<file path="src/rtl/axi4_dram_wr_arbiter_if.sv">
// ---------------------------------------------------------------------------
// axi4_dram_wr_arbiter_if
// Purpose : One AXI4 write path (AW, W and B channels). Used for both
//           requester ports and for the DRAM-side port of the write arbiter.
// Signals : awid/awaddr/awlen/awsize/awburst/awvalid/awready  - address channel
//           wdata/wstrb/wlast/wvalid/wready                   - write data channel
//           bid/bresp/bvalid/bready                           - write response channel
// Modports: master - drives AW/W and BREADY (the side that issues writes)
//           slave  - drives AWREADY/WREADY and the B channel
// ---------------------------------------------------------------------------
interface axi4_dram_wr_arbiter_if #(
    parameter int ADDR_WIDTH    = 32,
    parameter int DATA_WIDTH    = 32,
    parameter int AXI4_ID_WIDTH = 4
);
    logic [AXI4_ID_WIDTH-1:0]  awid;
    logic [ADDR_WIDTH-1:0]     awaddr;
    logic [7:0]                awlen;
    logic [2:0]                awsize;
    logic [1:0]                awburst;
    logic                      awvalid;
    logic                      awready;

    logic [DATA_WIDTH-1:0]     wdata;
    logic [DATA_WIDTH/8-1:0]   wstrb;
    logic                      wlast;
    logic                      wvalid;
    logic                      wready;

    logic [AXI4_ID_WIDTH-1:0]  bid;
    logic [1:0]                bresp;
    logic                      bvalid;
    logic                      bready;

    modport master (
        output awid, awaddr, awlen, awsize, awburst, awvalid,
        input  awready,
        output wdata, wstrb, wlast, wvalid,
        input  wready,
        input  bid, bresp, bvalid,
        output bready
    );

    modport slave (
        input  awid, awaddr, awlen, awsize, awburst, awvalid,
        output awready,
        input  wdata, wstrb, wlast, wvalid,
        output wready,
        output bid, bresp, bvalid,
        input  bready
    );
endinterface

</file>
<file path="src/rtl/axi4_dram_wr_arbiter.sv">
// ---------------------------------------------------------------------------
// axi4_dram_wr_arbiter
// Purpose : Shares the single DRAM AXI4 write path between requester S0
//           (RISC-V) and requester S1 (systolic array). Round-robin
//           arbitration, exactly one write burst in flight at a time.
// Ports   : clk          - clock, all logic on the rising edge
//           rst          - asynchronous active-high reset
//           i_s0, i_s1   - requester write ports (slave modport)
//           o_m          - DRAM write port (master modport), AW registered,
//                          W and B combinational pass-through of the grantee
//           o_wlast_err  - one-cycle pulse when a requester's WLAST disagrees
//                          with the beat count implied by its AWLEN
// ---------------------------------------------------------------------------
module axi4_dram_wr_arbiter #(
    parameter int ADDR_WIDTH    = 32,
    parameter int DATA_WIDTH    = 32,
    parameter int AXI4_ID_WIDTH = 4
) (
    input  logic                   clk,
    input  logic                   rst,
    axi4_dram_wr_arbiter_if.slave  i_s0,
    axi4_dram_wr_arbiter_if.slave  i_s1,
    axi4_dram_wr_arbiter_if.master o_m,
    output logic                   o_wlast_err
);

    typedef enum logic [1:0] {IDLE, ADDR, DATA, RESP} state_t;

    state_t                   r_state;
    logic                     r_grant;
    logic                     r_lastGrant;
    logic [AXI4_ID_WIDTH-1:0] r_awid;
    logic [ADDR_WIDTH-1:0]    r_awaddr;
    logic [7:0]               r_awlen;
    logic [2:0]               r_awsize;
    logic [1:0]               r_awburst;
    logic                     r_awvalid;
    logic [7:0]               r_beat;
    logic                     r_wlastErr;

    logic                     w_idle;
    logic                     w_inData;
    logic                     w_inResp;
    logic                     w_pickS1;
    logic                     w_accept;
    logic                     w_beatLast;
    logic                     w_selWvalid;
    logic                     w_selWlast;
    logic [DATA_WIDTH-1:0]    w_wdata;
    logic [DATA_WIDTH/8-1:0]  w_wstrb;
    logic                     w_selBready;
    logic                     w_wHs;
    logic                     w_bHs;

    // AWREADY is combinational, so it is masked while reset is held to keep
    // every READY output low during reset even if a requester is asserting AWVALID.
    assign w_idle   = (r_state == IDLE) && !rst;
    assign w_inData = (r_state == DATA);
    assign w_inResp = (r_state == RESP);

    // S1 wins when it is the only requester, or on a tie when S0 had the last grant.
    assign w_pickS1 = i_s1.awvalid && (!i_s0.awvalid || !r_lastGrant);
    assign w_accept = w_idle && (i_s0.awvalid || i_s1.awvalid);

    assign i_s0.awready = w_idle && i_s0.awvalid && !w_pickS1;
    assign i_s1.awready = w_idle && w_pickS1;

    assign o_m.awid     = r_awid;
    assign o_m.awaddr   = r_awaddr;
    assign o_m.awlen    = r_awlen;
    assign o_m.awsize   = r_awsize;
    assign o_m.awburst  = r_awburst;
    assign o_m.awvalid  = r_awvalid;

    // W channel: grantee passes straight through; WLAST comes from our own
    // beat count so a misbehaving requester cannot change the burst length.
    assign w_beatLast  = (r_beat == r_awlen);
    assign w_selWvalid = r_grant ? i_s1.wvalid : i_s0.wvalid;
    assign w_selWlast  = r_grant ? i_s1.wlast  : i_s0.wlast;
    assign w_wdata     = r_grant ? i_s1.wdata  : i_s0.wdata;
    assign w_wstrb     = r_grant ? i_s1.wstrb  : i_s0.wstrb;

    assign o_m.wdata   = w_wdata;
    assign o_m.wstrb   = w_wstrb;
    assign o_m.wvalid  = w_inData && w_selWvalid;
    assign o_m.wlast   = w_inData && w_beatLast;
    assign i_s0.wready = w_inData && !r_grant && o_m.wready;
    assign i_s1.wready = w_inData &&  r_grant && o_m.wready;
    assign w_wHs       = o_m.wvalid && o_m.wready;

    // B channel: only the grantee ever sees BVALID; ID and response pass through.
    assign w_selBready = r_grant ? i_s1.bready : i_s0.bready;
    assign o_m.bready  = w_inResp && w_selBready;
    assign i_s0.bvalid = w_inResp && !r_grant && o_m.bvalid;
    assign i_s1.bvalid = w_inResp &&  r_grant && o_m.bvalid;
    assign i_s0.bid    = o_m.bid;
    assign i_s1.bid    = o_m.bid;
    assign i_s0.bresp  = o_m.bresp;
    assign i_s1.bresp  = o_m.bresp;
    assign w_bHs       = o_m.bvalid && o_m.bready;

    assign o_wlast_err = r_wlastErr;

    // Burst sequencer: IDLE -> ADDR -> DATA -> RESP -> IDLE. lastGrant resets
    // to S1 so that S0 wins the very first tie.
    always_ff @(posedge clk or posedge rst) begin
        if (rst) begin
            r_state     <= IDLE;
            r_grant     <= 1'b0;
            r_lastGrant <= 1'b1;
            r_awid      <= '0;
            r_awaddr    <= '0;
            r_awlen     <= '0;
            r_awsize    <= '0;
            r_awburst   <= '0;
            r_awvalid   <= 1'b0;
            r_beat      <= '0;
            r_wlastErr  <= 1'b0;
        end else begin
            r_wlastErr <= 1'b0;
            case (r_state)
                IDLE: begin
                    if (w_accept) begin
                        r_grant   <= w_pickS1;
                        r_awid    <= w_pickS1 ? i_s1.awid    : i_s0.awid;
                        r_awaddr  <= w_pickS1 ? i_s1.awaddr  : i_s0.awaddr;
                        r_awlen   <= w_pickS1 ? i_s1.awlen   : i_s0.awlen;
                        r_awsize  <= w_pickS1 ? i_s1.awsize  : i_s0.awsize;
                        r_awburst <= w_pickS1 ? i_s1.awburst : i_s0.awburst;
                        r_awvalid <= 1'b1;
                        r_state   <= ADDR;
                    end
                end
                ADDR: begin
                    if (o_m.awready) begin
                        r_awvalid <= 1'b0;
                        r_beat    <= '0;
                        r_state   <= DATA;
                    end
                end
                DATA: begin
                    if (w_wHs) begin
                        r_beat <= r_beat + 8'd1;
                        if (w_selWlast != w_beatLast) begin
                            r_wlastErr <= 1'b1;
                        end
                        if (w_beatLast) begin
                            r_state <= RESP;
                        end
                    end
                end
                RESP: begin
                    if (w_bHs) begin
                        r_lastGrant <= r_grant;
                        r_state     <= IDLE;
                    end
                end
                default: r_state <= IDLE;
            endcase
        end
    end

endmodule

</file>
<file path="src/flat_wrapper.sv">
// flat-port wrapper written by rule: the top's interface ports become plain ports
module axi4_dram_wr_arbiter_flat 
#(
    parameter int ADDR_WIDTH    = 32,
    parameter int DATA_WIDTH    = 32,
    parameter int AXI4_ID_WIDTH = 4
)
  (clk, rst, o_wlast_err, i_s0_awid, i_s0_awaddr, i_s0_awlen, i_s0_awsize, i_s0_awburst, i_s0_awvalid, i_s0_awready, i_s0_wdata, i_s0_wstrb, i_s0_wlast, i_s0_wvalid, i_s0_wready, i_s0_bid, i_s0_bresp, i_s0_bvalid, i_s0_bready, i_s1_awid, i_s1_awaddr, i_s1_awlen, i_s1_awsize, i_s1_awburst, i_s1_awvalid, i_s1_awready, i_s1_wdata, i_s1_wstrb, i_s1_wlast, i_s1_wvalid, i_s1_wready, i_s1_bid, i_s1_bresp, i_s1_bvalid, i_s1_bready, o_m_awid, o_m_awaddr, o_m_awlen, o_m_awsize, o_m_awburst, o_m_awvalid, o_m_awready, o_m_wdata, o_m_wstrb, o_m_wlast, o_m_wvalid, o_m_wready, o_m_bid, o_m_bresp, o_m_bvalid, o_m_bready);
  axi4_dram_wr_arbiter_if #(.ADDR_WIDTH(ADDR_WIDTH), .DATA_WIDTH(DATA_WIDTH), .AXI4_ID_WIDTH(AXI4_ID_WIDTH)) i_s0_i ();
  axi4_dram_wr_arbiter_if #(.ADDR_WIDTH(ADDR_WIDTH), .DATA_WIDTH(DATA_WIDTH), .AXI4_ID_WIDTH(AXI4_ID_WIDTH)) i_s1_i ();
  axi4_dram_wr_arbiter_if #(.ADDR_WIDTH(ADDR_WIDTH), .DATA_WIDTH(DATA_WIDTH), .AXI4_ID_WIDTH(AXI4_ID_WIDTH)) o_m_i ();
  input  logic clk;
  input  logic rst;
  output logic o_wlast_err;
  input wire logic [$bits(i_s0_i.awid)-1:0] i_s0_awid;
  input wire logic [$bits(i_s0_i.awaddr)-1:0] i_s0_awaddr;
  input wire logic [$bits(i_s0_i.awlen)-1:0] i_s0_awlen;
  input wire logic [$bits(i_s0_i.awsize)-1:0] i_s0_awsize;
  input wire logic [$bits(i_s0_i.awburst)-1:0] i_s0_awburst;
  input wire logic [$bits(i_s0_i.awvalid)-1:0] i_s0_awvalid;
  output wire logic [$bits(i_s0_i.awready)-1:0] i_s0_awready;
  input wire logic [$bits(i_s0_i.wdata)-1:0] i_s0_wdata;
  input wire logic [$bits(i_s0_i.wstrb)-1:0] i_s0_wstrb;
  input wire logic [$bits(i_s0_i.wlast)-1:0] i_s0_wlast;
  input wire logic [$bits(i_s0_i.wvalid)-1:0] i_s0_wvalid;
  output wire logic [$bits(i_s0_i.wready)-1:0] i_s0_wready;
  output wire logic [$bits(i_s0_i.bid)-1:0] i_s0_bid;
  output wire logic [$bits(i_s0_i.bresp)-1:0] i_s0_bresp;
  output wire logic [$bits(i_s0_i.bvalid)-1:0] i_s0_bvalid;
  input wire logic [$bits(i_s0_i.bready)-1:0] i_s0_bready;
  input wire logic [$bits(i_s1_i.awid)-1:0] i_s1_awid;
  input wire logic [$bits(i_s1_i.awaddr)-1:0] i_s1_awaddr;
  input wire logic [$bits(i_s1_i.awlen)-1:0] i_s1_awlen;
  input wire logic [$bits(i_s1_i.awsize)-1:0] i_s1_awsize;
  input wire logic [$bits(i_s1_i.awburst)-1:0] i_s1_awburst;
  input wire logic [$bits(i_s1_i.awvalid)-1:0] i_s1_awvalid;
  output wire logic [$bits(i_s1_i.awready)-1:0] i_s1_awready;
  input wire logic [$bits(i_s1_i.wdata)-1:0] i_s1_wdata;
  input wire logic [$bits(i_s1_i.wstrb)-1:0] i_s1_wstrb;
  input wire logic [$bits(i_s1_i.wlast)-1:0] i_s1_wlast;
  input wire logic [$bits(i_s1_i.wvalid)-1:0] i_s1_wvalid;
  output wire logic [$bits(i_s1_i.wready)-1:0] i_s1_wready;
  output wire logic [$bits(i_s1_i.bid)-1:0] i_s1_bid;
  output wire logic [$bits(i_s1_i.bresp)-1:0] i_s1_bresp;
  output wire logic [$bits(i_s1_i.bvalid)-1:0] i_s1_bvalid;
  input wire logic [$bits(i_s1_i.bready)-1:0] i_s1_bready;
  output wire logic [$bits(o_m_i.awid)-1:0] o_m_awid;
  output wire logic [$bits(o_m_i.awaddr)-1:0] o_m_awaddr;
  output wire logic [$bits(o_m_i.awlen)-1:0] o_m_awlen;
  output wire logic [$bits(o_m_i.awsize)-1:0] o_m_awsize;
  output wire logic [$bits(o_m_i.awburst)-1:0] o_m_awburst;
  output wire logic [$bits(o_m_i.awvalid)-1:0] o_m_awvalid;
  input wire logic [$bits(o_m_i.awready)-1:0] o_m_awready;
  output wire logic [$bits(o_m_i.wdata)-1:0] o_m_wdata;
  output wire logic [$bits(o_m_i.wstrb)-1:0] o_m_wstrb;
  output wire logic [$bits(o_m_i.wlast)-1:0] o_m_wlast;
  output wire logic [$bits(o_m_i.wvalid)-1:0] o_m_wvalid;
  input wire logic [$bits(o_m_i.wready)-1:0] o_m_wready;
  input wire logic [$bits(o_m_i.bid)-1:0] o_m_bid;
  input wire logic [$bits(o_m_i.bresp)-1:0] o_m_bresp;
  input wire logic [$bits(o_m_i.bvalid)-1:0] o_m_bvalid;
  output wire logic [$bits(o_m_i.bready)-1:0] o_m_bready;
  assign i_s0_i.awid = i_s0_awid;
  assign i_s0_i.awaddr = i_s0_awaddr;
  assign i_s0_i.awlen = i_s0_awlen;
  assign i_s0_i.awsize = i_s0_awsize;
  assign i_s0_i.awburst = i_s0_awburst;
  assign i_s0_i.awvalid = i_s0_awvalid;
  assign i_s0_awready = i_s0_i.awready;
  assign i_s0_i.wdata = i_s0_wdata;
  assign i_s0_i.wstrb = i_s0_wstrb;
  assign i_s0_i.wlast = i_s0_wlast;
  assign i_s0_i.wvalid = i_s0_wvalid;
  assign i_s0_wready = i_s0_i.wready;
  assign i_s0_bid = i_s0_i.bid;
  assign i_s0_bresp = i_s0_i.bresp;
  assign i_s0_bvalid = i_s0_i.bvalid;
  assign i_s0_i.bready = i_s0_bready;
  assign i_s1_i.awid = i_s1_awid;
  assign i_s1_i.awaddr = i_s1_awaddr;
  assign i_s1_i.awlen = i_s1_awlen;
  assign i_s1_i.awsize = i_s1_awsize;
  assign i_s1_i.awburst = i_s1_awburst;
  assign i_s1_i.awvalid = i_s1_awvalid;
  assign i_s1_awready = i_s1_i.awready;
  assign i_s1_i.wdata = i_s1_wdata;
  assign i_s1_i.wstrb = i_s1_wstrb;
  assign i_s1_i.wlast = i_s1_wlast;
  assign i_s1_i.wvalid = i_s1_wvalid;
  assign i_s1_wready = i_s1_i.wready;
  assign i_s1_bid = i_s1_i.bid;
  assign i_s1_bresp = i_s1_i.bresp;
  assign i_s1_bvalid = i_s1_i.bvalid;
  assign i_s1_i.bready = i_s1_bready;
  assign o_m_awid = o_m_i.awid;
  assign o_m_awaddr = o_m_i.awaddr;
  assign o_m_awlen = o_m_i.awlen;
  assign o_m_awsize = o_m_i.awsize;
  assign o_m_awburst = o_m_i.awburst;
  assign o_m_awvalid = o_m_i.awvalid;
  assign o_m_i.awready = o_m_awready;
  assign o_m_wdata = o_m_i.wdata;
  assign o_m_wstrb = o_m_i.wstrb;
  assign o_m_wlast = o_m_i.wlast;
  assign o_m_wvalid = o_m_i.wvalid;
  assign o_m_i.wready = o_m_wready;
  assign o_m_i.bid = o_m_bid;
  assign o_m_i.bresp = o_m_bresp;
  assign o_m_i.bvalid = o_m_bvalid;
  assign o_m_bready = o_m_i.bready;
  axi4_dram_wr_arbiter #(.ADDR_WIDTH(ADDR_WIDTH), .DATA_WIDTH(DATA_WIDTH), .AXI4_ID_WIDTH(AXI4_ID_WIDTH)) u_core (.clk(clk), .rst(rst), .i_s0(i_s0_i), .i_s1(i_s1_i), .o_m(o_m_i), .o_wlast_err(o_wlast_err));
endmodule
</file>
<file path="config.mk">
export PLATFORM = sky130hd
export DESIGN_NAME = axi4_dram_wr_arbiter_flat
export DESIGN_NICKNAME = d
export VERILOG_FILES = /design/src/rtl/axi4_dram_wr_arbiter_if.sv /design/src/rtl/axi4_dram_wr_arbiter.sv /design/src/flat_wrapper.sv
export SDC_FILE = /design/constraint.sdc
export NUM_CORES = 1
export LEC_CHECK = 0
export ABC_AREA = 1
export BUFFER_PORTS_ARGS = -buffer_cell sky130_fd_sc_hd__buf_2
export CAP_MARGIN = 25
export CORE_AREA = 3 3 114 116
export CTS_CLUSTER_SIZE = 12
export DETAILED_ROUTE_END_ITERATION = 6
export DIE_AREA = 0 0 117 119
export GPL_TIMING_DRIVEN = 1
export PLACE_DENSITY = 0.69
export SLEW_MARGIN = 20
export SYNTH_ARGS = -nofsm -noshare
export SYNTH_HDL_FRONTEND = slang
export SYNTH_SLANG_ARGS = --single-unit
</file>
<file path="constraint.sdc">
create_clock -name clk -period 3.5 [get_ports clk]
set_clock_uncertainty 0.2 [all_clocks]
set_input_delay 1.05 -clock clk [delete_from_list [all_inputs] [get_ports clk]]
set_output_delay 1.05 -clock clk [all_outputs]
set_load 0.01 [all_outputs]
</file>
# --- Yosys cells after proc, flatten, opt, wreduce, memory -nomap -nowiden ---
# Cells that the tools add are included.
# Widths: inputs -> output; s select.
op_classes:
  reduce_logical: 34
  eq_ne: 10
  add_sub_neg: 1
  n_mux: 25
op_table:
  columns: ["operator", "n"]
  rows:
  - ["$mux 32", 2]
  - ["$mux 8", 3]
  - ["$logic_and 1x1->1", 19]
  - ["$pmux 8 s2", 1]
  - ["$mux 2", 6]
  - ["$add 8x1->8 const B", 1]
  - ["$eq 8x8->1", 1]
  - ["$mux 1", 8]
  - ["$mux 4", 2]
  - ["$ne 2x2->1 const B", 4]
  - ["$pmux 2 s4", 1]
  - ["$reduce_and 3->1", 2]
  - ["$logic_not 1->1", 5]
  - ["$reduce_and 5->1", 1]
  - ["$eq 2x2->1 const B", 2]
  - ["$reduce_and 2->1", 2]
  - ["$reduce_bool 2->1", 2]
  - ["$mux 3", 1]
  - ["$eq 2x1->1 const B", 1]
  - ["$logic_not 2->1", 1]
  - ["$logic_or 1x1->1", 2]
  - ["$ne 2x1->1 const B", 1]
  - ["$pmux 1 s2", 1]
  - ["$ne 1x1->1", 1]
totals:
  ff_bits: 63
  elab_cells: 81
  input_bits: 189
  output_inout_bits: 108

# --- Longest topological paths before layout ---
# Gate-level depths: netlist (run 1).
depth:
  ltp_word: 5
  ltp_mapped: 11
  ltp_nobuf: 11

# --- Worst setup path before layout (run 1) ---
# Ideal clock, no wire load.
synth_timing:
  path_kind: "input port to output port"
  startpoint: "input i_s0_awvalid"
  endpoint: "output i_s0_awready"
  slack_ns: 0.628
  n_path_buf: 1
  arrival_time_ns: 1.622
  t_required_ns: 2.250
  stages: 5
  cell_sequence: "nand2_1 > nand2_1 > inv_2 > clkbuf_1 > nor2_1"
synth_via:
  elab_chain_cells: 5
  elab_cells_between_ends: 6
  classes_between: "reduce/logical (6)"
synth_lines:
  columns: ["element", "line_no", "source"]
  rows:
  - ["from (decl)", "flat_wrapper.sv:20", "input wire logic [$bits(i_s0_i.awvalid)-1:0] i_s0_awvalid;"]
  - ["$logic_not 1->1", "axi4_dram_wr_arbiter.sv:62", "assign w_pickS1 = i_s1.awvalid && (!i_s0.awvalid || !r_lastGrant);"]
  - ["$logic_or 1x1->1", "axi4_dram_wr_arbiter.sv:62", null]
  - ["$logic_and 1x1->1", "axi4_dram_wr_arbiter.sv:62", null]
  - ["$logic_not 1->1", "axi4_dram_wr_arbiter.sv:65", "assign i_s0.awready = w_idle && i_s0.awvalid && !w_pickS1;"]
  - ["$logic_and 1x1->1 (*)", "axi4_dram_wr_arbiter.sv:65", null]
  - ["to (decl)", "flat_wrapper.sv:21", "output wire logic [$bits(i_s0_i.awready)-1:0] i_s0_awready;"]
# Every way passes the cells marked *; elsewhere a longest branch is shown, timed or not.

# --- Worst setup path after layout (run 1) ---
layout_timing:
  startpoint: "register u_core.r_state[0]"
  endpoint: "output i_s0_wready"
layout_via:
  elab_chain_cells: 3
layout_lines:
  columns: ["element", "line_no", "source"]
  rows:
  - ["from (decl)", "axi4_dram_wr_arbiter.sv:29", "state_t r_state;"]
  - ["from (signal assigned)", "axi4_dram_wr_arbiter.sv:108", "r_state <= IDLE;"]
  - ["from (signal assigned)", "axi4_dram_wr_arbiter.sv:131", "r_state <= ADDR;"]
  - ["from (signal assigned)", "axi4_dram_wr_arbiter.sv:138", "r_state <= DATA;"]
  - ["$eq 2x2->1", "axi4_dram_wr_arbiter.sv:58", "assign w_inData = (r_state == DATA);"]
  - ["$logic_and 1x1->1 (2 in a row)", "axi4_dram_wr_arbiter.sv:87", "assign i_s0.wready = w_inData && !r_grant && o_m.wready;"]
  - ["to (decl)", "flat_wrapper.sv:26", "output wire logic [$bits(i_s0_i.wready)-1:0] i_s0_wready;"]
# Every way passes these cells.

==> results of run 1 <==
## cells in the mapped netlist (3+ instances only)
master and n:
sky130_fd_sc_hd__nand4_1 3, sky130_fd_sc_hd__nand2_2 4, sky130_fd_sc_hd__buf_4 12, sky130_fd_sc_hd__xnor2_1 5
sky130_fd_sc_hd__nand2_1 194, sky130_fd_sc_hd__clkbuf_1 12, sky130_fd_sc_hd__nor3_1 5, sky130_fd_sc_hd__inv_2 3
sky130_fd_sc_hd__dfrtp_1 62, sky130_fd_sc_hd__inv_1 21, sky130_fd_sc_hd__ha_1 6, sky130_fd_sc_hd__o21ai_1 50
sky130_fd_sc_hd__o22ai_1 5, sky130_fd_sc_hd__o21ai_0 50, sky130_fd_sc_hd__a21oi_2 3, sky130_fd_sc_hd__buf_2 15
sky130_fd_sc_hd__nor2_1 60, sky130_fd_sc_hd__nand3_1 6
## where the power goes
group          leakage, nW  switching (W)  total (W)  internal (W)
sequential           0.786       0.000202    0.00125       0.00105
combinational         2.15        0.00137    0.00218      0.000807
clock                0.176       0.000328    0.00106      0.000734
total                 3.11        0.00190    0.00449       0.00259
## flip-flops by register name, summed over array words and instances, names as in the netlist
register and flops:
u_core.o_m.awburst 2, u_core.o_wlast_err 1, u_core.o_m.awvalid 1, u_core.o_m.awaddr 32
u_core.o_m.awlen 8, u_core.r_state 2, u_core.r_grant 1, u_core.o_m.awsize 3
u_core.o_m.awid 4, u_core.r_beat 8, u_core.r_lastGrant 1
## stage by stage
step | instance area [µm²] | cells | power [W] | hold WS, ns
finish | 5560 | 944 | 0.00449 | 0.287
global route | 5560 | 944 | 0.00485 | 0.314
CTS | 5560 | 944 | 0.00456 | 0.290
detailed placement | 5200 | 928 | 0.00347 | 0.276
global placement | 5200 | 928 | 0.00344 | 0.269
floorplan | 3790 | 539 | 0.00258 | 0.265
## worst paths after layout
path / startpoint / to / slack [ns] / cells after the start
min in group asynchronous: rst / u_core.o_m.awvalid$_DFFE_PP0P_ / 0.58 / 3
max in group asynchronous: rst / u_core.r_beat[1]$_DFFE_PP0P_ / 2.20 / 3
hold reg to reg: u_core.o_m.awaddr[21]$_DFFE_PP0P_ / u_core.o_m.awaddr[21]$_DFFE_PP0P_ / 0.29 / 2
setup / recovery: u_core.r_state[0]$_DFFE_PP0P_ / i_s0_wready / 0.32 / 5
setup reg to reg: u_core.r_state[0]$_DFFE_PP0P_ / u_core.o_m.awlen[7]$_DFFE_PP0P_ / 0.87 / 10
hold / removal: u_core.o_m.awaddr[21]$_DFFE_PP0P_ / u_core.o_m.awaddr[21]$_DFFE_PP0P_ / 0.29 / 2
## critical path, cell delays in order, from the launching register on
cell	delay (ns)
sky130_fd_sc_hd__dfrtp_1	0.41
sky130_fd_sc_hd__inv_1	0.12
sky130_fd_sc_hd__ha_1	0.44
sky130_fd_sc_hd__inv_2	0.19
sky130_fd_sc_hd__nor3_1	0.26
sky130_fd_sc_hd__buf_2	0.18
## kinds of logic (layout without fill, tap and decap cells)
family / after synthesis / after routing / share of synthesized area
buf+inv: 68 / 326 / 0.0904
simple gates: 279 / 279 / 0.294
compound gates: 115 / 115 / 0.162
fa+ha+maj: 6 / 6 / 0.0198
mux: 1 / 1 / 0.00264
xor+xnor: 7 / 7 / 0.0162
flops: 63 / 63 / 0.416
## final cells by class
class | instances | area (µm²)
multi-input cells | 408 | 1880
repair buffers | 284 | 1450
fillers | 1265 | 6460
clock buffers | 11 | 253
inverters | 26 | 105
clock inverters | 5 | 104
flip-flops and latches | 63 | 1580
well taps | 147 | 184
## per-layer routing
metal  GRT usage  wire length, µm  up-vias
li1            -                -     2217
met1       0.229             5500     1924
met3      0.0528             1370       15
met2       0.362             7430      226
met4      0.0638              288        0
met5           0                0        -
==> impl_table.tex, run 1 <==
\begin{tabular}{lr}
\hline
Metric & Value \\
\hline
\multicolumn{2}{l}{\textbf{Setup path}} \\
\quad Class of the most critical setup path & flop to output pin \\
\quad Maximum fanout along the worst path & 9 \\
\quad Kind of end point of the critical path & output pin \\
\quad Data required time of the critical path & $\sim$2.3 ns \\
\quad Critical Path AT & approximately 1.9 ns \\
\quad Kind of start point of the critical path & flop \\
\multicolumn{2}{l}{\textbf{Finish}} \\
\quad Fraction of final layout cells with drive strength greater than 1 & 0.408 \\
\quad Final nets & a little under 1000 \\
\quad Total inserted antenna cells & 0 \\
\quad Most frequent cells in the layout & 278 x sky130\_fd\_sc\_hd\_\_buf\_2, 193 x sky130\_fd\_sc\_hd\_\_nand2\_1, 62 x sky130\_fd\_sc\_hd\_\_dfrtp\_1 \\
\quad Final core occ & 0.463 \\
\quad Area growth from synthesis to final layout & 46.4\% \\
\quad Commonest non-fill, non-tap cell in the layout & sky130\_fd\_sc\_hd\_\_buf\_2 \\
\multicolumn{2}{l}{\textbf{Floorplanning}} \\
\quad Effective utilization at floorplan & 0.316 \\
\quad Overall die height & 119 µm \\
\quad Die width & around 120 µm \\
\quad Standard cell core area & around 12000 µm² \\
\quad I/O pin cnt & just under 300 \\
\quad Die ar. & between 10000 and 15000 µm² \\
\quad Count of standard-cell rows & 40 \\
\multicolumn{2}{l}{\textbf{CTS}} \\
\quad Max Buffers Root-to-Sink & 2 \\
\quad Clock latency at the later pin of the worst-skew pair & between 0.3 and 0.4 ns \\
\quad Resize count post-CTS & 0 \\
\quad H-tree depth & 3 \\
\quad Postcts setup bufs & 0 \\
\quad Cts-stage hold buffer count & 0 \\
\quad Clock sink count & 63 \\
\quad Clock tree from TritonCTS & built \\
\quad Clock buffer count from CTS & 9 \\
\quad CTS Root Cell & sky130\_fd\_sc\_hd\_\_clkbuf\_16 \\
\quad Clock-pin slew of the registers on the worst-case setup and hold paths & approximately 0.060 ns \\
\multicolumn{2}{l}{\textbf{STA}} \\
\quad Shortest period the worst path allows & 3.18 ns \\
\quad Max Freq & roughly 310 MHz \\
\quad Setup repair after global routing missed its margin & false \\
\quad Final worst-path cycle share & 0.908 \\
\quad Transition at the pin with the smallest max-transition slack & between 0.5 and 0.6 ns \\
\quad Setup TNS Final & 0 ns \\
\quad Number of setup violations in the final report & 0 \\
\quad Total count of hold-check failures in the final report & 0 \\
\quad Minimum setup slack in the final design & approximately 0.32 ns \\
\quad Worst slew margin & 0.639 \\
\quad Max-slew violation count & 0 \\
\multicolumn{2}{l}{\textbf{Detailed routing}} \\
\quad Number of DRC violations after detailed-routing iteration 0 & about 180 \\
\quad Number of search-and-repair iterations in the first detailed-routing pass & 4 \\
\quad Post-DR wirelength/cell & around 15 µm \\
\quad Routed vias/inst & approximately 4.6 \\
\quad Post-route DRC & 0 \\
\quad Antenna Violating Nets Remaining & 0 \\
\quad Routed wire length & roughly 15000 µm \\
\quad Total number of vias & approximately 4400 \\
\multicolumn{2}{l}{\textbf{Worst hold path}} \\
\quad Hold crit path type & flop to flop \\
\multicolumn{2}{l}{\textbf{GRT}} \\
\quad Overall fraction of global-route tracks in use & 0.202 \\
\quad Residual overflow from global routing & 0 \\
\quad Pin count of the biggest net entering global routing & 64 \\
\quad Number of antenna violations at the first check in global routing & 0 \\
\quad Vias in the first global route & between 4000 and 5000 \\
\quad First-pass GRT wire length & 21500 µm \\
\multicolumn{2}{l}{\textbf{Synthesis}} \\
\quad Cells taking the most area after synthesis & sky130\_fd\_sc\_hd\_\_dfrtp\_1 41\%, sky130\_fd\_sc\_hd\_\_nand2\_1 19\%, sky130\_fd\_sc\_hd\_\_o21ai\_0 6.6\% \\
\quad Synthesized instance count & $\sim$540 \\
\quad Portion of the post-synthesis area used by sequential elements & 0.416 \\
\quad Dominant register cell in the synthesized netlist & sky130\_fd\_sc\_hd\_\_dfrtp\_1 \\
\quad Register bit total from synthesis & 63 \\
\quad Fraction of synthesized cell area taken by the top area cell type & 0.409 \\
\quad Ys Warns & 0 \\
\quad Number of distinct standard cells referenced by the synthesized netlist & 34 \\
\quad Cell taking the most area after synthesis & sky130\_fd\_sc\_hd\_\_dfrtp\_1 \\
\quad Cell Area, Synth & $\sim$3800 µm² \\
\quad Number of flops mapped to enable cells by yosys & 0 \\
\quad Proportion of register bits with asynchronous set or reset after synthesis & 1.00 \\
\quad Net count of the mapped netlist & around 730 \\
\quad Avg Synthesized Cell Area & between 7 and 8 µm² \\
\multicolumn{2}{l}{\textbf{Power}} \\
\quad Max VDD drop & just under 0.3 mV \\
\quad PD cells & just over 800 nW/µm² \\
\quad Leakage power figure & 3.11 nW \\
\multicolumn{2}{l}{\textbf{Outcome}} \\
\quad Status & complete, no violations \\
\multicolumn{2}{l}{\textbf{Place}} \\
\quad Pre-CTS WS & around 0.37 ns \\
\quad Sum of net half-perimeters after detailed placement & 11200 µm \\
\quad Input/output buffers & around 280 \\
\quad Final Wtd Congestion & between 0.8 and 0.9 \\
\multicolumn{2}{l}{\textbf{Run}} \\
\quad Max\_cap viols & 0 \\
\hline
\end{tabular}
Power figures use the tool's default switching activity.
==> inputs of run 2 (changes only) <==
Settings changed: REMOVE_ABC_BUFFERS set to 1.
Clock period 3.5 ns to 3.1 ns, I/O delays scaled along.
==> run 2 against run 1 <==
  * Setup slack improved by 0.012 ns
  * Utilization fell by 0.53 points
  * Largest power group unchanged
  * Combinational power rose by 15%
  * Total power is 7.1% higher
  * Clock-buffer cell count unchanged
  * Register-to-register slack worse by 0.16 ns
  * Critical path depth is 1 lower
  * Die area did not move
  * First-iteration DRC count decreased by 25%
  * Sequential share of layout area is 0.33 points higher
  * Hold slack got worse by 0.0091 ns
  * Wire length down 1.7%
  * Critical endpoint is now o_m_bready
==> impl_table.tex, run 2 (synthesis gave the netlist of run 1 again) <==
\begin{tabular}{lr}
\hline
Metric & Value \\
\hline
\multicolumn{2}{l}{\textbf{GRT}} \\
\quad Residual overflow from global routing & 0 (unchanged) \\
\quad Number of antenna violations at the first check in global routing & 1 (+1) \\
\quad Pin count of the biggest net entering global routing & 50 (-22\%) \\
\quad First-pass GRT wire length & 21300 µm (-1.1\%) \\
\quad Global route hottest layer & met2 \\
\quad GRT met2 Usage & 0.368 (+0.00569) \\
\quad Met3 global-route usage & 0.0462 (-0.00661) \\
\quad Vias in the first global route & 4222 (+3.5\%) \\
\quad Met1 Usage GRT & 0.202 (-0.0271) \\
\quad Overall fraction of global-route tracks in use & 0.197 (-0.00470) \\
\multicolumn{2}{l}{\textbf{Detailed routing}} \\
\quad Post-route DRC & 0 (unchanged) \\
\quad Number of search-and-repair iterations in the first detailed-routing pass & 4 (unchanged) \\
\quad Routed wire length & 14300 µm (-1.7\%) \\
\quad Number of DRC violations after detailed-routing iteration 0 & 132 (-25\%) \\
\quad Post-DR wirelength/cell & 15.1 µm (-2.3\%) \\
\quad Routed vias/inst & 4.63 (-0.23\%) \\
\quad Antenna Violating Nets Remaining & 0 (unchanged) \\
\quad Total number of vias & 4395 (+0.30\%) \\
\multicolumn{2}{l}{\textbf{STA}} \\
\quad Hold WS & 0.278 ns (-0.00912 ns) \\
\quad Final worst-path cycle share & 0.892 \\
\quad Setup repair after global routing missed its margin & false \\
\quad Total count of hold-check failures in the final report & 0 (unchanged) \\
\quad Minimum setup slack in the final design & 0.335 ns (+0.0120 ns) \\
\quad Transition at the pin with the smallest max-transition slack & 0.537 ns (-0.00427 ns) \\
\quad Max-slew violation count & 0 (unchanged) \\
\quad Shortest period the worst path allows & $\sim$2.8 ns \\
\quad Max Freq & approximately 360 MHz \\
\quad Number of setup violations in the final report & 0 (unchanged) \\
\quad Worst slew margin & 0.642 (+0.00337) \\
\multicolumn{2}{l}{\textbf{Place}} \\
\quad Input/output buffers & 278 (unchanged) \\
\quad Pre-CTS WS & 0.363 ns (-0.00382 ns) \\
\quad Sum of net half-perimeters after detailed placement & 11100 µm (-0.46\%) \\
\quad Final Wtd Congestion & 0.926 (+10\%) \\
\quad Post-place instance area & 5220 µm² (+0.48\%) \\
\multicolumn{2}{l}{\textbf{CTS}} \\
\quad Postcts setup bufs & 0 (unchanged) \\
\quad CTS Root Cell & sky130\_fd\_sc\_hd\_\_clkbuf\_16 \\
\quad Clock tree from TritonCTS & built \\
\quad Clock sink count & 63 (unchanged) \\
\quad H-tree depth & 3 (unchanged) \\
\quad Cts-stage hold buffer count & 0 (unchanged) \\
\quad Clock buffer count from CTS & 9 (unchanged) \\
\quad Resize count post-CTS & 0 (unchanged) \\
\quad Max Buffers Root-to-Sink & 2 (unchanged) \\
\quad Clock latency at the later pin of the worst-skew pair & 0.32 ns (about the same) \\
\quad Clock-pin slew of the registers on the worst-case setup and hold paths & 0.05 ns (about the same) \\
\multicolumn{2}{l}{\textbf{Power}} \\
\quad Max VDD drop & 0.310 mV (+5.3\%) \\
\quad PD cells & 876 nW/µm² (+8.4\%) \\
\quad Leakage power figure & 3.09 nW (-0.79\%) \\
\multicolumn{2}{l}{\textbf{Finish}} \\
\quad Flip-flop count of the largest register after layout & 32 (unchanged) \\
\quad Fraction of final layout cells with drive strength greater than 1 & 0.409 (+0.00171) \\
\quad Commonest non-fill, non-tap cell in the layout & sky130\_fd\_sc\_hd\_\_buf\_2 \\
\quad Most frequent cells in the layout & 278 x sky130\_fd\_sc\_hd\_\_buf\_2, 193 x sky130\_fd\_sc\_hd\_\_nand2\_1, 62 x sky130\_fd\_sc\_hd\_\_dfrtp\_1 \\
\quad Final nets & 992 (+0.51\%) \\
\quad Fin area & 5490 µm² (-1.1\%) \\
\quad Area growth from synthesis to final layout & 44.8\% \\
\multicolumn{2}{l}{\textbf{Floorplanning}} \\
\quad Count of standard-cell rows & 40 (unchanged) \\
\quad Overall die height & 119 µm (unchanged) \\
\quad Die width & 117 µm (unchanged) \\
\quad Standard cell core area & 12000 µm² (unchanged) \\
\quad Effective utilization at floorplan & 0.316 (unchanged) \\
\quad I/O pin cnt & 297 (unchanged) \\
\quad Die ar. & 13900 µm² (unchanged) \\
\multicolumn{2}{l}{\textbf{Setup path}} \\
\quad Critical Path AT & 1.63 ns (-0.30 ns) \\
\quad Number of buffer and inverter instances along the worst setup path & 2 (-1) \\
\quad Worst path cell trace & buf\_4, nand2\_1, a21oi\_1, buf\_2 \\
\quad Data required time of the critical path & 1.97 ns (-0.28 ns) \\
\quad Kind of start point of the critical path & flop \\
\quad Kind of end point of the critical path & output pin \\
\quad Class of the most critical setup path & flop to output pin \\
\quad Cell with the largest stage delay on the worst path & sky130\_fd\_sc\_hd\_\_buf\_4 \\
\quad Category of cells accounting for the largest share of critical-path delay & buffers and inverters \\
\quad Biggest cell delay along the critical path & 0.40 ns (-0.04 ns) \\
\quad Maximum fanout along the worst path & 41 (+32) \\
\multicolumn{2}{l}{\textbf{Outcome}} \\
\quad Status & complete, no violations \\
\multicolumn{2}{l}{\textbf{Run}} \\
\quad Max\_cap viols & 0 (unchanged) \\
\multicolumn{2}{l}{\textbf{Worst hold path}} \\
\quad Hold crit path type & flop to flop \\
\hline
\end{tabular}
==> run 2: changes by cell type in the layout (fill, tap and decap cells not counted), sizes merged <==
| cell | previous run | this run |
|---|---|---|
| bufinv | 3 | 0 |
| buf | 284 | 289 |
| diode | 0 | 1 |
| clkinvlp | 0 | 1 |
| clkinv | 3 | 4 |
==> run 2: final timing paths <==
path / start / end / slack, ns / depth (start not counted)
max: u_core.r_grant$_DFFE_PP0P_ / o_m_bready / 0.34 / 4
min: u_core.o_m.awaddr[3]$_DFFE_PP0P_ / u_core.o_m.awaddr[3]$_DFFE_PP0P_ / 0.28 / 2
max reg2reg: u_core.r_state[0]$_DFFE_PP0P_ / u_core.o_m.awaddr[9]$_DFFE_PP0P_ / 0.71 / 10
min reg2reg: u_core.o_m.awaddr[3]$_DFFE_PP0P_ / u_core.o_m.awaddr[3]$_DFFE_PP0P_ / 0.28 / 2
max in group asynchronous: rst / u_core.o_m.awaddr[11]$_DFFE_PP0P_ / 1.63 / 3
min in group asynchronous: rst / u_core.r_grant$_DFFE_PP0P_ / 0.40 / 2
==> run 2: area by class of cell <==
| cell class | instances | area [µm²] |
|---|---|---|
| Antenna cell | 1 | 2.50 |
| Clock inverter | 4 | 22.5 |
| Fill cell | 1268 | 6520 |
| Sequential cell | 63 | 1580 |
| Tap cell | 147 | 184 |
| Clock buffer | 11 | 243 |
| Multi-Input combinational cell | 408 | 1880 |
| Inverter | 26 | 105 |
| Timing Repair Buffer | 289 | 1470 |
==> run 2: tightest hold or removal path, delay by kind of cell (launching register included) <==
family | cells | cell delay (ns)
flops | 1 | 0.33
simple gates | 1 | 0.05
compound gates | 1 | 0.06
==> run 2: layer usage <==
layer,part of all wire,up-vias
met4,0.036,0
met5,0,-
li1,-,2224
met2,0.51,199
met3,0.087,21
met1,0.37,1951
==> run 2: through the flow <==
step / cells / total power, W / TNS, ns / utilization
2_1_floorplan: 497 / 0.00281 / -0.697 / -
3_3_place_gp: 933 / 0.00392 / 0 / 0.435
3_5_place_dp: 933 / 0.00394 / 0 / 0.435
4_1_cts: 948 / 0.00488 / 0 / 0.457
5_1_grt: 949 / 0.00522 / 0 / 0.457
6_report: 949 / 0.00481 / 0 / 0.457
==> run 2: power by group <==
group	internal (W)	leakage, nW	total (W)	switching [W]
registers	0.00119	0.786	0.00140	0.000216
clock network	0.000554	0.131	0.000910	0.000356
logic	0.000927	2.17	0.00250	0.00157
==> inputs of run 3 (changes only) <==
Clock period 3.1 ns to 2.75 ns, I/O delays scaled along.
==> run 3 against run 2 <==
  * Critical endpoint is now i_s1_awready
  * First-iteration DRC count increased by 27%
  * Hold slack improved by 0.0044 ns
  * Wire length decreased by 0.45%
  * Non-clock buffer count unchanged
  * Register-to-register slack about the same
  * Sequential power increased by 13%
  * Clock-buffer cell count decreased by 1
  * Clock power increased by 21%
==> impl_table.tex, run 3 (synthesis gave the netlist of run 1 again) <==
\begin{tabular}{lr}
\hline
Metric & Value \\
\hline
\multicolumn{2}{l}{\textbf{STA}} \\
\quad Transition at the pin with the smallest max-transition slack & 0.540 ns (+0.00287 ns) \\
\quad Setup repair after global routing missed its margin & false \\
\quad Number of setup violations in the final report & 0 (unchanged) \\
\quad Max Freq & approximately 390 MHz \\
\quad Max-slew violation count & 0 (unchanged) \\
\quad Shortest period the worst path allows & around 2.6 ns \\
\quad Worst slew margin & 0.640 (-0.00192) \\
\quad Setup TNS Final & 0 ns (unchanged) \\
\quad Final worst-path cycle share & 0.938 \\
\quad Total count of hold-check failures in the final report & 0 (unchanged) \\
\quad Minimum setup slack in the final design & 0.172 ns (-0.164 ns) \\
\multicolumn{2}{l}{\textbf{GRT}} \\
\quad Vias in the first global route & 4071 (-3.6\%) \\
\quad Pin count of the biggest net entering global routing & 64 (+28\%) \\
\quad Residual overflow from global routing & 0 (unchanged) \\
\quad Overall fraction of global-route tracks in use & 0.197 (about the same) \\
\quad First-pass GRT wire length & 21000 µm (-1.6\%) \\
\quad Number of antenna violations at the first check in global routing & 1 (unchanged) \\
\multicolumn{2}{l}{\textbf{CTS}} \\
\quad Resize count post-CTS & 0 (unchanged) \\
\quad Clock sink count & 63 (unchanged) \\
\quad Max Buffers Root-to-Sink & 2 (unchanged) \\
\quad Postcts setup bufs & 0 (unchanged) \\
\quad Clock tree from TritonCTS & built \\
\quad Cts-stage hold buffer count & 0 (unchanged) \\
\quad Clock latency at the later pin of the worst-skew pair & 0.33 ns (about the same) \\
\quad CTS Root Cell & sky130\_fd\_sc\_hd\_\_clkbuf\_16 \\
\quad Clock-pin slew of the registers on the worst-case setup and hold paths & 0.05 ns (about the same) \\
\quad H-tree depth & 3 (unchanged) \\
\quad Clock buffer count from CTS & 9 (unchanged) \\
\multicolumn{2}{l}{\textbf{Worst hold path}} \\
\quad Hold crit path type & flop to flop \\
\quad HP Start & u\_core.o\_m.awaddr[2]\$\_DFFE\_PP0P\_ \\
\quad Hold path cells & 2 (unchanged) \\
\multicolumn{2}{l}{\textbf{Finish}} \\
\quad Most frequent cells in the layout & 278 x sky130\_fd\_sc\_hd\_\_buf\_2, 193 x sky130\_fd\_sc\_hd\_\_nand2\_1, 62 x sky130\_fd\_sc\_hd\_\_dfrtp\_1 \\
\quad Commonest non-fill, non-tap cell in the layout & sky130\_fd\_sc\_hd\_\_buf\_2 \\
\quad Final core occ & 0.461 (+0.00375) \\
\quad Flip-flop count of the largest register after layout & 32 (unchanged) \\
\quad Final nets & 992 (unchanged) \\
\quad Fin area & 5540 µm² (+0.82\%) \\
\quad Area growth from synthesis to final layout & 45.9\% \\
\quad Fraction of final layout cells with drive strength greater than 1 & 0.411 (+0.00198) \\
\multicolumn{2}{l}{\textbf{Outcome}} \\
\quad Status & complete, no violations \\
\multicolumn{2}{l}{\textbf{Place}} \\
\quad Sum of net half-perimeters after detailed placement & 11000 µm (-1.4\%) \\
\quad Pre-CTS WS & 0.268 ns (-0.0941 ns) \\
\quad Post-place instance area & 5240 µm² (+0.24\%) \\
\quad Final Wtd Congestion & 0.918 (-0.85\%) \\
\quad Input/output buffers & 278 (unchanged) \\
\multicolumn{2}{l}{\textbf{Floorplanning}} \\
\quad I/O pin cnt & 297 (unchanged) \\
\quad Overall die height & 119 µm (unchanged) \\
\quad Die width & 117 µm (unchanged) \\
\quad Standard cell core area & 12000 µm² (unchanged) \\
\quad Die ar. & 13900 µm² (unchanged) \\
\quad Effective utilization at floorplan & 0.316 (unchanged) \\
\quad Count of standard-cell rows & 40 (unchanged) \\
\multicolumn{2}{l}{\textbf{Setup path}} \\
\quad Worst path cell trace & inv\_1, ha\_2, inv\_1, nor2\_4, o21ai\_4, nor2\_1, buf\_2 \\
\quad Cell repeated most along the worst path & sky130\_fd\_sc\_hd\_\_inv\_1 \\
\quad Source of the worst register-to-register timing path & u\_core.r\_state[0]\$\_DFFE\_PP0P\_ \\
\quad Critical Path AT & 1.55 ns (-0.08 ns) \\
\quad Kind of start point of the critical path & flop \\
\quad Maximum fanout along the worst path & 4 (-90\%) \\
\quad Biggest cell delay along the critical path & 0.41 ns (about the same) \\
\quad Kind of end point of the critical path & output pin \\
\quad Category of cells accounting for the largest share of critical-path delay & flip-flops \\
\quad Cell with the largest stage delay on the worst path & sky130\_fd\_sc\_hd\_\_dfrtp\_1 \\
\quad Class of the most critical setup path & flop to output pin \\
\quad Worst reg2reg path depth & 10 (unchanged) \\
\quad Total stage count of the critical path & 7 (+3) \\
\quad Number of buffer and inverter instances along the worst setup path & 3 (+1) \\
\quad Setup crit start & u\_core.r\_state[0]\$\_DFFE\_PP0P\_ \\
\quad Data required time of the critical path & 1.73 ns (-0.24 ns) \\
\multicolumn{2}{l}{\textbf{Power}} \\
\quad Proportion of power drawn by flip-flops and latches & 0.286 (-0.006) \\
\quad Share of power burned in the clock network & 0.200 (+0.011) \\
\quad Portion of total power attributed to combinational logic & 0.514 (-0.005) \\
\quad Max VDD drop & 0.357 mV (+15\%) \\
\quad PD cells & 996 nW/µm² (+14\%) \\
\quad Internal Pwr Total & 0.00310 W (+16\%) \\
\quad P\_sw & 0.00242 W (+13\%) \\
\quad Leakage power figure & 3.10 nW (+0.48\%) \\
\quad Switching part of the total & 0.438 (-0.00705) \\
\quad Overall Power & 0.00552 W (+15\%) \\
\multicolumn{2}{l}{\textbf{Detailed routing}} \\
\quad Number of search-and-repair iterations in the first detailed-routing pass & 4 (unchanged) \\
\quad Post-DR wirelength/cell & 15.0 µm (-0.56\%) \\
\quad Routed vias/inst & 4.65 (+0.39\%) \\
\quad Number of DRC violations after detailed-routing iteration 0 & 167 (+27\%) \\
\quad Routed wire length & 14300 µm (-0.45\%) \\
\quad Post-route DRC & 0 (unchanged) \\
\quad Total number of vias & 4417 (+0.50\%) \\
\quad Antenna Violating Nets Remaining & 0 (unchanged) \\
\multicolumn{2}{l}{\textbf{Run}} \\
\quad Max\_cap viols & 0 (unchanged) \\
\hline
\end{tabular}
==> run 3: cell types whose count changed in the layout (fill, tap and decap cells not counted), sizes merged <==
cell,previous run,this run
clkbuf,11,10
bufinv,0,1
clkinv,4,5
==> run 3: path summary, 6_finish.rpt <==
kind	endpoint	slack (ns)
min	u_core.o_m.awaddr[2]$_DFFE_PP0P_	0.28
max	i_s1_awready	0.17
max in group asynchronous	u_core.o_m.awaddr[24]$_DFFE_PP0P_	1.67
min in group asynchronous	u_core.o_m.awaddr[27]$_DFFE_PP0P_	0.37
min reg2reg	u_core.o_m.awaddr[2]$_DFFE_PP0P_	0.28
max reg2reg	u_core.o_m.awaddr[6]$_DFFE_PP0P_	0.71
==> run 3: layer usage <==
layer | track usage | part of all wire
met5 | 0 | 0
met4 | 0.0774 | 0.028
met3 | 0.0625 | 0.088
met2 | 0.357 | 0.52
met1 | 0.207 | 0.36
==> run 3: area by class of cell <==
class / count / area, µm²
multi-input cells: 408 / 1890
clock inverters: 6 / 61.3
inverters: 26 / 105
flip-flops and latches: 63 / 1580
repair buffers: 289 / 1490
well taps: 147 / 184
diodes: 1 / 2.50
clock buffers: 10 / 229
fillers: 1270 / 6470
==> run 3: worst min-delay path, cell delays in order, from the launching register on <==
cell	delay (ns)
sky130_fd_sc_hd__dfrtp_1	0.34
sky130_fd_sc_hd__nand2_1	0.05
sky130_fd_sc_hd__o21ai_0	0.06
==> run 3: power groups by stage <==
stage | Clock [W] | Combinational (W) | Sequential (W)
after detailed placement | 0 | 0.00288 | 0.00158
after floorplan | 0 | 0.00136 | 0.00180
after CTS | 0.00114 | 0.00288 | 0.00158
after global routing | 0.00119 | 0.00314 | 0.00164
after global placement | 0 | 0.00285 | 0.00158
final | 0.00110 | 0.00283 | 0.00158
==> run 3: per-stage QoR <==
step | hold slack, ns | std cells
4_1_cts | 0.287 | 949
6_report | 0.282 | 950
2_1_floorplan | 0.265 | 497
5_1_grt | 0.309 | 950
3_5_place_dp | 0.272 | 933
3_3_place_gp | 0.265 | 933
